## src/rtl/sc_statemachine_nivel_pkg.sv

```systemverilog
// Shared types for the level controller: FSM state encoding, strobe idle levels
// and the helper that decides when the game is considered running.
// Latency: n/a (declarations only). Backpressure: n/a.
package sc_statemachine_nivel_pkg;

   typedef enum logic [2:0] {
      IDLE     = 3'd0,
      CLEAR    = 3'd1,
      PLAY     = 3'd2,
      LOAD     = 3'd3,
      GAMEOVER = 3'd4
   } state_e;

   // Level register strobes are active-low; these are their inactive levels.
   localparam logic CLEAR_STROBE_IDLE = 1'b1;
   localparam logic LOAD_STROBE_IDLE  = 1'b1;

   // The game counts as running while playing or while a level load is in flight.
   function automatic logic is_running(input state_e s);
      return (s == PLAY) || (s == LOAD);
   endfunction

endpackage

```

## src/rtl/sc_statemachine_nivel_if.sv

```systemverilog
// Bundle between game logic / level register and the level controller.
// Latency: n/a (wiring only). Backpressure: none, all signals are levels or one-cycle pulses.
// slave  = the controller: consumes start/point/gameover/level, drives strobes and status.
// master = the surrounding game logic and level register instance.
interface sc_statemachine_nivel_if #(
   parameter int NIVEL_DATAWIDTH = 2
);
   logic                       SC_STATEMACHINE_NIVEL_start_InLow;
   logic                       SC_STATEMACHINE_NIVEL_point_InHigh;
   logic                       SC_STATEMACHINE_NIVEL_gameover_InHigh;
   logic [NIVEL_DATAWIDTH-1:0] SC_STATEMACHINE_NIVEL_level_InBUS;
   logic                       SC_STATEMACHINE_NIVEL_clear_OutLow;
   logic                       SC_STATEMACHINE_NIVEL_load_OutLow;
   logic [NIVEL_DATAWIDTH-1:0] SC_STATEMACHINE_NIVEL_data_OutBUS;
   logic                       SC_STATEMACHINE_NIVEL_levelup_OutHigh;
   logic                       SC_STATEMACHINE_NIVEL_playing_OutHigh;
   logic                       SC_STATEMACHINE_NIVEL_tick_OutHigh;

   modport slave (
      input  SC_STATEMACHINE_NIVEL_start_InLow,
      input  SC_STATEMACHINE_NIVEL_point_InHigh,
      input  SC_STATEMACHINE_NIVEL_gameover_InHigh,
      input  SC_STATEMACHINE_NIVEL_level_InBUS,
      output SC_STATEMACHINE_NIVEL_clear_OutLow,
      output SC_STATEMACHINE_NIVEL_load_OutLow,
      output SC_STATEMACHINE_NIVEL_data_OutBUS,
      output SC_STATEMACHINE_NIVEL_levelup_OutHigh,
      output SC_STATEMACHINE_NIVEL_playing_OutHigh,
      output SC_STATEMACHINE_NIVEL_tick_OutHigh
   );

   modport master (
      output SC_STATEMACHINE_NIVEL_start_InLow,
      output SC_STATEMACHINE_NIVEL_point_InHigh,
      output SC_STATEMACHINE_NIVEL_gameover_InHigh,
      output SC_STATEMACHINE_NIVEL_level_InBUS,
      input  SC_STATEMACHINE_NIVEL_clear_OutLow,
      input  SC_STATEMACHINE_NIVEL_load_OutLow,
      input  SC_STATEMACHINE_NIVEL_data_OutBUS,
      input  SC_STATEMACHINE_NIVEL_levelup_OutHigh,
      input  SC_STATEMACHINE_NIVEL_playing_OutHigh,
      input  SC_STATEMACHINE_NIVEL_tick_OutHigh
   );
endinterface

```

## src/rtl/sc_statemachine_nivel_prescaler.sv

```systemverilog
// Speed tick generator: one-cycle tick every (BASE_TICK_CYCLES >> period_sel) enabled clocks.
// Latency: tick is registered, asserted the clock after the counter reaches period-1.
// Backpressure: none; restart clears the count and wins over enable.
// Ports: clk, rst_n (async active-low), period_sel (current level), enable, restart, tick.
module sc_prescaler_nivel #(
   parameter int SEL_W            = 2,
   parameter int BASE_TICK_CYCLES = 16
) (
   input  logic             clk,
   input  logic             rst_n,
   input  logic [SEL_W-1:0] period_sel,
   input  logic             enable,
   input  logic             restart,
   output logic             tick
);
   localparam int CNT_W = $clog2(BASE_TICK_CYCLES);

   logic [CNT_W-1:0] cnt_q, cnt_d;
   logic             tick_q, tick_d;
   logic [CNT_W-1:0] per_last;

   always_comb begin
      per_last = CNT_W'((BASE_TICK_CYCLES >> period_sel) - 1);
      cnt_d    = cnt_q;
      tick_d   = 1'b0;
      if (restart) begin
         cnt_d = '0;
      end else if (enable) begin
         // >= rather than == so a level change mid-count can never strand the counter above the new period.
         if (cnt_q >= per_last) begin
            cnt_d  = '0;
            tick_d = 1'b1;
         end else begin
            cnt_d = cnt_q + CNT_W'(1);
         end
      end
   end

   always_ff @(posedge clk or negedge rst_n) begin
      if (!rst_n) begin
         cnt_q  <= '0;
         tick_q <= 1'b0;
      end else begin
         cnt_q  <= cnt_d;
         tick_q <= tick_d;
      end
   end

   assign tick = tick_q;

endmodule

```

## src/rtl/sc_statemachine_nivel.sv

```systemverilog
// Level controller: counts point events and drives the level register's active-low clear/load strobes.
// Latency: all outputs registered Moore outputs, valid the clock after the FSM enters the state.
// Backpressure: none; a load is never aborted, game-over during LOAD takes effect once it completes.
// Ports: SC_STATEMACHINE_NIVEL_CLOCK_50, SC_STATEMACHINE_NIVEL_RESET_InLow (async active-low),
//        bus (slave modport: start/point/gameover/level in; clear/load/data/levelup/playing/tick out).
// Optional speed tick generator enabled by defining SC_STATEMACHINE_NIVEL_SPEEDTICK_EN.
module sc_statemachine_nivel
   import sc_statemachine_nivel_pkg::*;
#(
   parameter int NIVEL_DATAWIDTH  = 2,
   parameter int POINTS_PER_LEVEL = 4,
   parameter int POINTS_DATAWIDTH = 4,
   parameter int MAX_LEVEL        = 3,
   parameter int BASE_TICK_CYCLES = 16
) (
   input  logic                    SC_STATEMACHINE_NIVEL_CLOCK_50,
   input  logic                    SC_STATEMACHINE_NIVEL_RESET_InLow,
   sc_statemachine_nivel_if.slave  bus
);

   // Reject configurations where the counters or level arithmetic could wrap.
   if ((POINTS_PER_LEVEL < 2) ||
       ((POINTS_PER_LEVEL - 1) >= (1 << POINTS_DATAWIDTH)) ||
       (MAX_LEVEL > ((1 << NIVEL_DATAWIDTH) - 1)) ||
       ((BASE_TICK_CYCLES & (BASE_TICK_CYCLES - 1)) != 0) ||
       (BASE_TICK_CYCLES < ((1 << NIVEL_DATAWIDTH) * 2))) begin : g_param_check
      $error("sc_statemachine_nivel: illegal parameter combination");
   end

   localparam logic [POINTS_DATAWIDTH-1:0] PTS_LAST = POINTS_DATAWIDTH'(POINTS_PER_LEVEL - 1);
   localparam logic [POINTS_DATAWIDTH-1:0] PTS_ONE  = POINTS_DATAWIDTH'(1);
   localparam logic [NIVEL_DATAWIDTH-1:0]  LVL_MAX  = NIVEL_DATAWIDTH'(MAX_LEVEL);
   localparam logic [NIVEL_DATAWIDTH-1:0]  LVL_ONE  = NIVEL_DATAWIDTH'(1);

   state_e                      state_q, state_d;
   logic [POINTS_DATAWIDTH-1:0] pts_q, pts_d;
   logic                        start_q, start_d;
   logic                        clear_q, clear_d;
   logic                        load_q, load_d;
   logic [NIVEL_DATAWIDTH-1:0]  data_q, data_d;
   logic                        levelup_q, levelup_d;
   logic                        playing_q, playing_d;
   logic                        start_fall;

   always_comb begin
      start_fall = start_q & ~bus.SC_STATEMACHINE_NIVEL_start_InLow;
      start_d    = bus.SC_STATEMACHINE_NIVEL_start_InLow;
      state_d    = state_q;
      pts_d      = pts_q;
      data_d     = data_q;

      case (state_q)
         IDLE: begin
            if (start_fall) state_d = CLEAR;
         end
         CLEAR: begin
            pts_d   = '0;
            state_d = PLAY;
         end
         PLAY: begin
            // Game-over wins; a point arriving in the same cycle is dropped.
            if (bus.SC_STATEMACHINE_NIVEL_gameover_InHigh) begin
               state_d = GAMEOVER;
            end else if (bus.SC_STATEMACHINE_NIVEL_point_InHigh) begin
               if (pts_q < PTS_LAST) begin
                  pts_d = pts_q + PTS_ONE;
               end else begin
                  pts_d = '0;
                  // At the top level the counter still wraps but no load is issued.
                  if (bus.SC_STATEMACHINE_NIVEL_level_InBUS < LVL_MAX) begin
                     data_d  = bus.SC_STATEMACHINE_NIVEL_level_InBUS + LVL_ONE;
                     state_d = LOAD;
                  end
               end
            end
         end
         LOAD: begin
            // The counter was zeroed on entry, so a point here is the first one of the new level.
            if (bus.SC_STATEMACHINE_NIVEL_point_InHigh) pts_d = pts_q + PTS_ONE;
            state_d = bus.SC_STATEMACHINE_NIVEL_gameover_InHigh ? GAMEOVER : PLAY;
         end
         GAMEOVER: begin
            if (start_fall) state_d = CLEAR;
         end
         default: state_d = IDLE;
      endcase

      // Outputs decoded from the next state so they line up with the registered state.
      clear_d   = (state_d == CLEAR) ? ~CLEAR_STROBE_IDLE : CLEAR_STROBE_IDLE;
      load_d    = (state_d == LOAD)  ? ~LOAD_STROBE_IDLE  : LOAD_STROBE_IDLE;
      levelup_d = (state_d == LOAD);
      playing_d = is_running(state_d);
   end

   always_ff @(posedge SC_STATEMACHINE_NIVEL_CLOCK_50 or negedge SC_STATEMACHINE_NIVEL_RESET_InLow) begin
      if (!SC_STATEMACHINE_NIVEL_RESET_InLow) begin
         state_q   <= IDLE;
         pts_q     <= '0;
         start_q   <= 1'b1;
         clear_q   <= CLEAR_STROBE_IDLE;
         load_q    <= LOAD_STROBE_IDLE;
         data_q    <= '0;
         levelup_q <= 1'b0;
         playing_q <= 1'b0;
      end else begin
         state_q   <= state_d;
         pts_q     <= pts_d;
         start_q   <= start_d;
         clear_q   <= clear_d;
         load_q    <= load_d;
         data_q    <= data_d;
         levelup_q <= levelup_d;
         playing_q <= playing_d;
      end
   end

   assign bus.SC_STATEMACHINE_NIVEL_clear_OutLow    = clear_q;
   assign bus.SC_STATEMACHINE_NIVEL_load_OutLow     = load_q;
   assign bus.SC_STATEMACHINE_NIVEL_data_OutBUS     = data_q;
   assign bus.SC_STATEMACHINE_NIVEL_levelup_OutHigh = levelup_q;
   assign bus.SC_STATEMACHINE_NIVEL_playing_OutHigh = playing_q;

`ifdef SC_STATEMACHINE_NIVEL_SPEEDTICK_EN
   logic tick_w;

   // Counter restarts in CLEAR and LOAD so each level starts a fresh period.
   sc_prescaler_nivel #(
      .SEL_W            (NIVEL_DATAWIDTH),
      .BASE_TICK_CYCLES (BASE_TICK_CYCLES)
   ) u_prescaler (
      .clk        (SC_STATEMACHINE_NIVEL_CLOCK_50),
      .rst_n      (SC_STATEMACHINE_NIVEL_RESET_InLow),
      .period_sel (bus.SC_STATEMACHINE_NIVEL_level_InBUS),
      .enable     (is_running(state_q)),
      .restart    ((state_q == CLEAR) || (state_q == LOAD)),
      .tick       (tick_w)
   );

   assign bus.SC_STATEMACHINE_NIVEL_tick_OutHigh = tick_w;
`else
   assign bus.SC_STATEMACHINE_NIVEL_tick_OutHigh = 1'b0;
`endif

endmodule
```

## src/flat_wrapper.sv

```systemverilog
// flat-port wrapper written by rule: the top's interface ports become plain ports
module sc_statemachine_nivel_flat import sc_statemachine_nivel_pkg::*;
#(
   parameter int NIVEL_DATAWIDTH  = 2,
   parameter int POINTS_PER_LEVEL = 4,
   parameter int POINTS_DATAWIDTH = 4,
   parameter int MAX_LEVEL        = 3,
   parameter int BASE_TICK_CYCLES = 16
)
  (SC_STATEMACHINE_NIVEL_CLOCK_50, SC_STATEMACHINE_NIVEL_RESET_InLow, bus_SC_STATEMACHINE_NIVEL_start_InLow, bus_SC_STATEMACHINE_NIVEL_point_InHigh, bus_SC_STATEMACHINE_NIVEL_gameover_InHigh, bus_SC_STATEMACHINE_NIVEL_level_InBUS, bus_SC_STATEMACHINE_NIVEL_clear_OutLow, bus_SC_STATEMACHINE_NIVEL_load_OutLow, bus_SC_STATEMACHINE_NIVEL_data_OutBUS, bus_SC_STATEMACHINE_NIVEL_levelup_OutHigh, bus_SC_STATEMACHINE_NIVEL_playing_OutHigh, bus_SC_STATEMACHINE_NIVEL_tick_OutHigh);
  sc_statemachine_nivel_if #(.NIVEL_DATAWIDTH(NIVEL_DATAWIDTH)) bus_i ();
  input  logic SC_STATEMACHINE_NIVEL_CLOCK_50;
  input  logic SC_STATEMACHINE_NIVEL_RESET_InLow;
  input wire logic [$bits(bus_i.SC_STATEMACHINE_NIVEL_start_InLow)-1:0] bus_SC_STATEMACHINE_NIVEL_start_InLow;
  input wire logic [$bits(bus_i.SC_STATEMACHINE_NIVEL_point_InHigh)-1:0] bus_SC_STATEMACHINE_NIVEL_point_InHigh;
  input wire logic [$bits(bus_i.SC_STATEMACHINE_NIVEL_gameover_InHigh)-1:0] bus_SC_STATEMACHINE_NIVEL_gameover_InHigh;
  input wire logic [$bits(bus_i.SC_STATEMACHINE_NIVEL_level_InBUS)-1:0] bus_SC_STATEMACHINE_NIVEL_level_InBUS;
  output wire logic [$bits(bus_i.SC_STATEMACHINE_NIVEL_clear_OutLow)-1:0] bus_SC_STATEMACHINE_NIVEL_clear_OutLow;
  output wire logic [$bits(bus_i.SC_STATEMACHINE_NIVEL_load_OutLow)-1:0] bus_SC_STATEMACHINE_NIVEL_load_OutLow;
  output wire logic [$bits(bus_i.SC_STATEMACHINE_NIVEL_data_OutBUS)-1:0] bus_SC_STATEMACHINE_NIVEL_data_OutBUS;
  output wire logic [$bits(bus_i.SC_STATEMACHINE_NIVEL_levelup_OutHigh)-1:0] bus_SC_STATEMACHINE_NIVEL_levelup_OutHigh;
  output wire logic [$bits(bus_i.SC_STATEMACHINE_NIVEL_playing_OutHigh)-1:0] bus_SC_STATEMACHINE_NIVEL_playing_OutHigh;
  output wire logic [$bits(bus_i.SC_STATEMACHINE_NIVEL_tick_OutHigh)-1:0] bus_SC_STATEMACHINE_NIVEL_tick_OutHigh;
  assign bus_i.SC_STATEMACHINE_NIVEL_start_InLow = bus_SC_STATEMACHINE_NIVEL_start_InLow;
  assign bus_i.SC_STATEMACHINE_NIVEL_point_InHigh = bus_SC_STATEMACHINE_NIVEL_point_InHigh;
  assign bus_i.SC_STATEMACHINE_NIVEL_gameover_InHigh = bus_SC_STATEMACHINE_NIVEL_gameover_InHigh;
  assign bus_i.SC_STATEMACHINE_NIVEL_level_InBUS = bus_SC_STATEMACHINE_NIVEL_level_InBUS;
  assign bus_SC_STATEMACHINE_NIVEL_clear_OutLow = bus_i.SC_STATEMACHINE_NIVEL_clear_OutLow;
  assign bus_SC_STATEMACHINE_NIVEL_load_OutLow = bus_i.SC_STATEMACHINE_NIVEL_load_OutLow;
  assign bus_SC_STATEMACHINE_NIVEL_data_OutBUS = bus_i.SC_STATEMACHINE_NIVEL_data_OutBUS;
  assign bus_SC_STATEMACHINE_NIVEL_levelup_OutHigh = bus_i.SC_STATEMACHINE_NIVEL_levelup_OutHigh;
  assign bus_SC_STATEMACHINE_NIVEL_playing_OutHigh = bus_i.SC_STATEMACHINE_NIVEL_playing_OutHigh;
  assign bus_SC_STATEMACHINE_NIVEL_tick_OutHigh = bus_i.SC_STATEMACHINE_NIVEL_tick_OutHigh;
  sc_statemachine_nivel #(.NIVEL_DATAWIDTH(NIVEL_DATAWIDTH), .POINTS_PER_LEVEL(POINTS_PER_LEVEL), .POINTS_DATAWIDTH(POINTS_DATAWIDTH), .MAX_LEVEL(MAX_LEVEL), .BASE_TICK_CYCLES(BASE_TICK_CYCLES)) u_core (.SC_STATEMACHINE_NIVEL_CLOCK_50(SC_STATEMACHINE_NIVEL_CLOCK_50), .SC_STATEMACHINE_NIVEL_RESET_InLow(SC_STATEMACHINE_NIVEL_RESET_InLow), .bus(bus_i));
endmodule
```

## config.mk

```make
export PLATFORM = sky130hd
export DESIGN_NAME = sc_statemachine_nivel_flat
export DESIGN_NICKNAME = d
export VERILOG_FILES = /design/src/rtl/sc_statemachine_nivel_pkg.sv /design/src/rtl/sc_statemachine_nivel_if.sv /design/src/rtl/sc_statemachine_nivel_prescaler.sv /design/src/rtl/sc_statemachine_nivel.sv /design/src/flat_wrapper.sv
export SDC_FILE = /design/constraint.sdc
export NUM_CORES = 1
export LEC_CHECK = 0
export BUFFER_PORTS_ARGS = -buffer_cell sky130_fd_sc_hd__buf_2
export CORE_AREA = 2 2 39 41
export DETAILED_ROUTE_END_ITERATION = 10
export DIE_AREA = 0 0 41 43
export PLACE_DENSITY_LB_ADDON = 0.12
export RECOVER_POWER = 100
export SLEW_MARGIN = 20
export SYNTH_ARGS = -nofsm -noshare
export SYNTH_HDL_FRONTEND = slang
export SYNTH_SLANG_ARGS = --single-unit
```

## constraint.sdc

```tcl
create_clock -name SC_STATEMACHINE_NIVEL_CLOCK_50 -period 2.3 [get_ports SC_STATEMACHINE_NIVEL_CLOCK_50]
set_input_delay 0.46 -clock SC_STATEMACHINE_NIVEL_CLOCK_50 [delete_from_list [all_inputs] [get_ports SC_STATEMACHINE_NIVEL_CLOCK_50]]
set_output_delay 0.46 -clock SC_STATEMACHINE_NIVEL_CLOCK_50 [all_outputs]
set_load 0.05 [all_outputs]
```

# Word level (Yosys, flattened, before mapping)
# Index checks and enable logic that the tools add are counted.
# totals
in_bits,7
mem_count,0
ramBits,0
latchBits,0
out_inout_bits,7
rom_bits,0
register_bits,14
wordCells,46
# classes
n_bitwise,4
n_eq_ne,10
reduce_logical,6
magnitude_cmp,2
mux,14
multipliers,0
n_addsub,2
shift,0
div_mod_pow,0
# op_table
op,count
3-bit two-way mux,6
4-bit two-way mux,4
"3-bit by 2-bit == test with 1-bit output, second input constant",4
3-bit case mux with 4 select lines,1
4-bit case mux with 3 select lines,1
"3-bit by 1-bit == test with 1-bit output, second input constant",2
"2-bit inequality test, second input constant",3
5-bit AND reduction,1
"4-bit by 1-bit adder with 4-bit output, second input constant",1
"4-bit by 2-bit less-than comparator with 1-bit output, second input constant",1
4-bit AND reduction,1
"3-bit == test, second input constant",1
3-bit logical NOT,1
1-bit inverter,3
3-bit nonzero test,1
"2-bit by 1-bit adder with 2-bit output, second input constant",1
"2-bit less-than comparator, second input constant",1
1-bit two-way mux,2
2-bit OR reduction,1
1-bit AND,1
1-bit logical OR,1

# Longest topological paths before layout
# logic_depth
word_depth,8
ltp_mapped,5

# Worst setup path after synthesis
# OpenSTA, ideal clock, no wires.
# synth_path
path_kind,input port to flip-flop
start,in bus_SC_STATEMACHINE_NIVEL_level_InBUS[0]
end,reg u_core.data_q[1] (netlist: u_core.bus.SC_STATEMACHINE_NIVEL_data_OutBUS[1])
n_path_buf,0
stages,4
t_arrival_ps,1345
required_ps,2175
path_slack_ps,830
path_cell_list,ha_1 > nor4b_4 > nand3b_4 > mux2_4
# synth_between
elab_chain_cells,2
elab_cells_between_ends,3
classes_between,add/sub: 1; order compare: 1; reduce/logical: 1
# synth_rtl
item,line_no,source
from (decl),flat_wrapper.sv:17,input wire logic [$bits(bus_i.SC_STATEMACHINE_NIVEL_level_InBUS)-1:0] bus_SC_STATEMACHINE_NIVEL_level_InBUS;
2-bit less-than comparator,sc_statemachine_nivel.sv:70,if (bus.SC_STATEMACHINE_NIVEL_level_InBUS < LVL_MAX) begin
5-bit AND reduction (no line),-,
to (signal assigned),sc_statemachine_nivel.sv:111,data_q <= data_d;
to (decl),sc_statemachine_nivel.sv:40,"logic [NIVEL_DATAWIDTH-1:0] data_q, data_d;"
# Parallel ways exist; a longest one is shown, timed or not.
# A chain may end at the register's enable or synchronous reset.

# Worst setup path after layout
# layout_path
start,reg u_core.clear_q (netlist: u_core.bus.SC_STATEMACHINE_NIVEL_clear_OutLow)
end,out bus_SC_STATEMACHINE_NIVEL_clear_OutLow
# layout_lines
item,line_no,source
from (decl),sc_statemachine_nivel.sv:38,"logic clear_q, clear_d;"
from (signal assigned),sc_statemachine_nivel.sv:109,clear_q <= clear_d;
to (decl),flat_wrapper.sv:18,output wire logic [$bits(bus_i.SC_STATEMACHINE_NIVEL_clear_OutLow)-1:0] bus_SC_STATEMACHINE_NIVEL_clear_OutLow ...
# No word-level cell between the ends.

==> results.ini <==
[critical_path]
path_max_fanout=1
r2r_start=u_core.pts_q[0]
cp.depth=1
crit_end=bus_SC_STATEMACHINE_NIVEL_clear_OutLow
cp_slowest_stage_delay_ns=0.52
end_kind=primary output
cp_cell_sequence=clkbuf_1
critPathBufInv=1
crit_family=flip-flops
critPathLaunch=u_core.bus.SC_STATEMACHINE_NIVEL_clear_OutLow
cp.arrival_ns=1.25
slowest_stage=dfstp_2
reg2reg_to=u_core.bus.SC_STATEMACHINE_NIVEL_data_OutBUS[1]
crit_type=reg2out
reg2reg_setup_slack_ns=0.77
startpoint_type=flip-flop
ff2ff_path_depth=4
crit_required_ns=1.84

[floorplan]
die_y_um=43
dieArea_um2=1760
die_x_um=41
initial_core_util_pct=46.6
rows=14
fp.coreArea_um2=1380
num_io_pins=14

[placed_design]
dp.cells=80
place.gp.congestion=0.753
port_buffers=12
place_hpwl_um=713

[timing]
finalCritPeriodShare_pct=74.5
setup_tns_ns=0
holdWs_ns=0.212
slew_headroom_pct=51.5
rsz0062_at_grt=false
finalHoldViolations=0
slew_violations=0
fin_crit_ns=1.71
tightest_slew_ns=0.727
fmax_mhz=584
fin_skew_ns=0.00462
setup_violations=0

[clock_network]
cts_inserted_buffers=3
cts_tree=yes
cts_resized=0
cts_hold_buf=0
cts.sinks=14
cts_root_buf=clkbuf_4
h-tree-depth=1
postCtsSetupBuffers=0
path_clk_slew_ns=0.08
clock_path_buffers=2
clk_latency_ns=0.27

[grt]
first_global_vias=388
grt_pass1_wl_um=1550
grt_usage_pct=13.5
grt_max_degree=15
grt_overflow=0
antenna_found_initial=0

[drt]
drt_wl_total_um=920
viasPerCell=4.96
wl_per_cell_um=11.0
antenna_left=0
firstDrtPassIters=3
drc_errors=0
drt_iter0_markers=7
vias=417

[finish]
regArea_um2=354
stdcell_count=84
post_route_cells_drive_above_1_share_pct=23.5
final_net_count=78
nFillCells=133
fin_util_pct=52.2
syn_to_final_growth_pct=12.0
n_antenna_cell=0
multiInputGateArea_um2=249

[power]
irDropWorstVdd_v=0.000569
power_density_nw_per_um2=961
p_leak_nw=0.346

[yosys]
synth-warning-count=0
synth_area_um2=644
synth_seq_area_share_pct=55.0
syn_avg_cell_area_um2=12.2
synthDistinctLibCells=25
netlist_instances=53
synthesis.nets=62
ys_ff_latch=14

[hold_path]
hold_path_class=in2async

[outcome]
status=finished clean

[run]
maxCapViolCount=0

## routing by layer
layer	share of wire, %	vias up	track usage, %
met5	0	-	0
met4	1.2	0	10.0
met3	7.0	2	3.14
met2	41	12	18.1
met1	51	188	18.1
li1	-	215	-
## power by group
part	leakage, nW	switching (W)	total (W)	internal (W)
Combinational	0.144	0.000124	0.000193	0.0000690
Clock	0.0210	0.0000734	0.000170	0.0000961
Sequential	0.181	0.0000387	0.000332	0.000293
## synthesized netlist by cell type
| master | instances | area share (%) |
|---|---|---|
| dfrtp_1 | 11 | 43 |
| nand2_1 | 5 | 2.9 |
| nand2b_1 | 4 | 3.9 |
| dfstp_2 | 3 | 12 |
| inv_1 | 3 | 1.7 |
| ha_1 | 2 | 3.9 |
| nand3_1 | 2 | 1.6 |
| nor2_1 | 2 | 1.2 |
| nor2b_1 | 2 | 1.9 |
| nor3b_1 | 2 | 2.3 |
| o21ai_0 | 2 | 1.6 |
| o21ai_1 | 2 | 1.6 |
| a21o_1 | 1 | 1.2 |
| a22o_1 | 1 | 1.4 |
| a32o_2 | 1 | 1.7 |
| buf_4 | 1 | 1.2 |
| conb_1 | 1 | 0.58 |
| mux2_2 | 1 | 1.7 |
| mux2_4 | 1 | 2.3 |
| nand3b_4 | 1 | 3.1 |
| nor2b_2 | 1 | 1.4 |
| nor3_1 | 1 | 0.78 |
| nor4b_4 | 1 | 3.7 |
| o21a_1 | 1 | 1.2 |
| o221ai_2 | 1 | 2.3 |
## layout by cell type, fill, tap and decap left out, drive strengths merged
master  synthesis  final
ha              2      2
a22o            1      1
nand2b          4      4
nand3           2      2
o21ai           4      4
nor3            1      1
nand3b          1      1
mux2            2      2
a21o            1      1
a32o            1      1
o221ai          1      1
dfrtp          11     11
o21a            1      1
conb            1      1
nor3b           2      2
nor2b           3      3
clkbuf          0     11
dfstp           3      3
nor2            2      2
nand2           5      5
buf             1      5
inv             3      3
nor4b           1      1
## stage by stage
stage | area, um^2 | setup WS, ns | power, W
2_1_floorplan | 644 | 0.830 | 0.000501
6_report | 722 | 0.588 | 0.000694
4_1_cts | 753 | 0.780 | 0.000725
3_3_place_gp | 717 | 0.693 | 0.000547
3_5_place_dp | 717 | 0.657 | 0.000548
5_1_grt | 722 | 0.534 | 0.000746
## state kept, by name (all words and copies together) (netlist names)
signal / flops
u_core.state_q: 3
u_core.bus.SC_STATEMACHINE_NIVEL_load_OutLow: 1
u_core.start_q: 1
u_core.bus.SC_STATEMACHINE_NIVEL_playing_OutHigh: 1
u_core.bus.SC_STATEMACHINE_NIVEL_levelup_OutHigh: 1
u_core.bus.SC_STATEMACHINE_NIVEL_clear_OutLow: 1
u_core.pts_q: 4
u_core.bus.SC_STATEMACHINE_NIVEL_data_OutBUS: 2
## how the worst min path moves through the flow
| stage | from | endpoint | slack [ns] |
|---|---|---|---|
| after global placement | SC_STATEMACHINE_NIVEL_RESET_InLow | u_core.bus.SC_STATEMACHINE_NIVEL_levelup_OutHigh | 0.37 |
| after detailed placement | SC_STATEMACHINE_NIVEL_RESET_InLow | u_core.bus.SC_STATEMACHINE_NIVEL_levelup_OutHigh | 0.37 |
| after global routing | SC_STATEMACHINE_NIVEL_RESET_InLow | u_core.bus.SC_STATEMACHINE_NIVEL_levelup_OutHigh | 0.27 |
| final | SC_STATEMACHINE_NIVEL_RESET_InLow | u_core.bus.SC_STATEMACHINE_NIVEL_levelup_OutHigh | 0.21 |
| after CTS | SC_STATEMACHINE_NIVEL_RESET_InLow | u_core.bus.SC_STATEMACHINE_NIVEL_levelup_OutHigh | 0.06 |
| after floorplan | SC_STATEMACHINE_NIVEL_RESET_InLow | u_core.bus.SC_STATEMACHINE_NIVEL_data_OutBUS[0] | 0.16 |
## layout make-up
| type | count | share of cell area, % |
|---|---|---|
| flip-flops and latches | 14 | 49.0 |
| multi-input cells | 35 | 34.5 |
| repair buffers | 12 | 7.11 |
| clock buffers | 4 | 5.03 |
| well taps | 16 | 2.77 |
| inverters | 3 | 1.56 |
## cells by family after synthesis
kind of cell	Yosys count	synth area share, %
other	1	0.582
DFF	14	55.0
adders and majority gates	2	3.88
and+or+nand+nor	21	22.7
AOI/OAI and AO/OA	9	10.9
buffers and inverters	4	2.91
muxes	2	4.08
(Power assumes the default switching activity.)
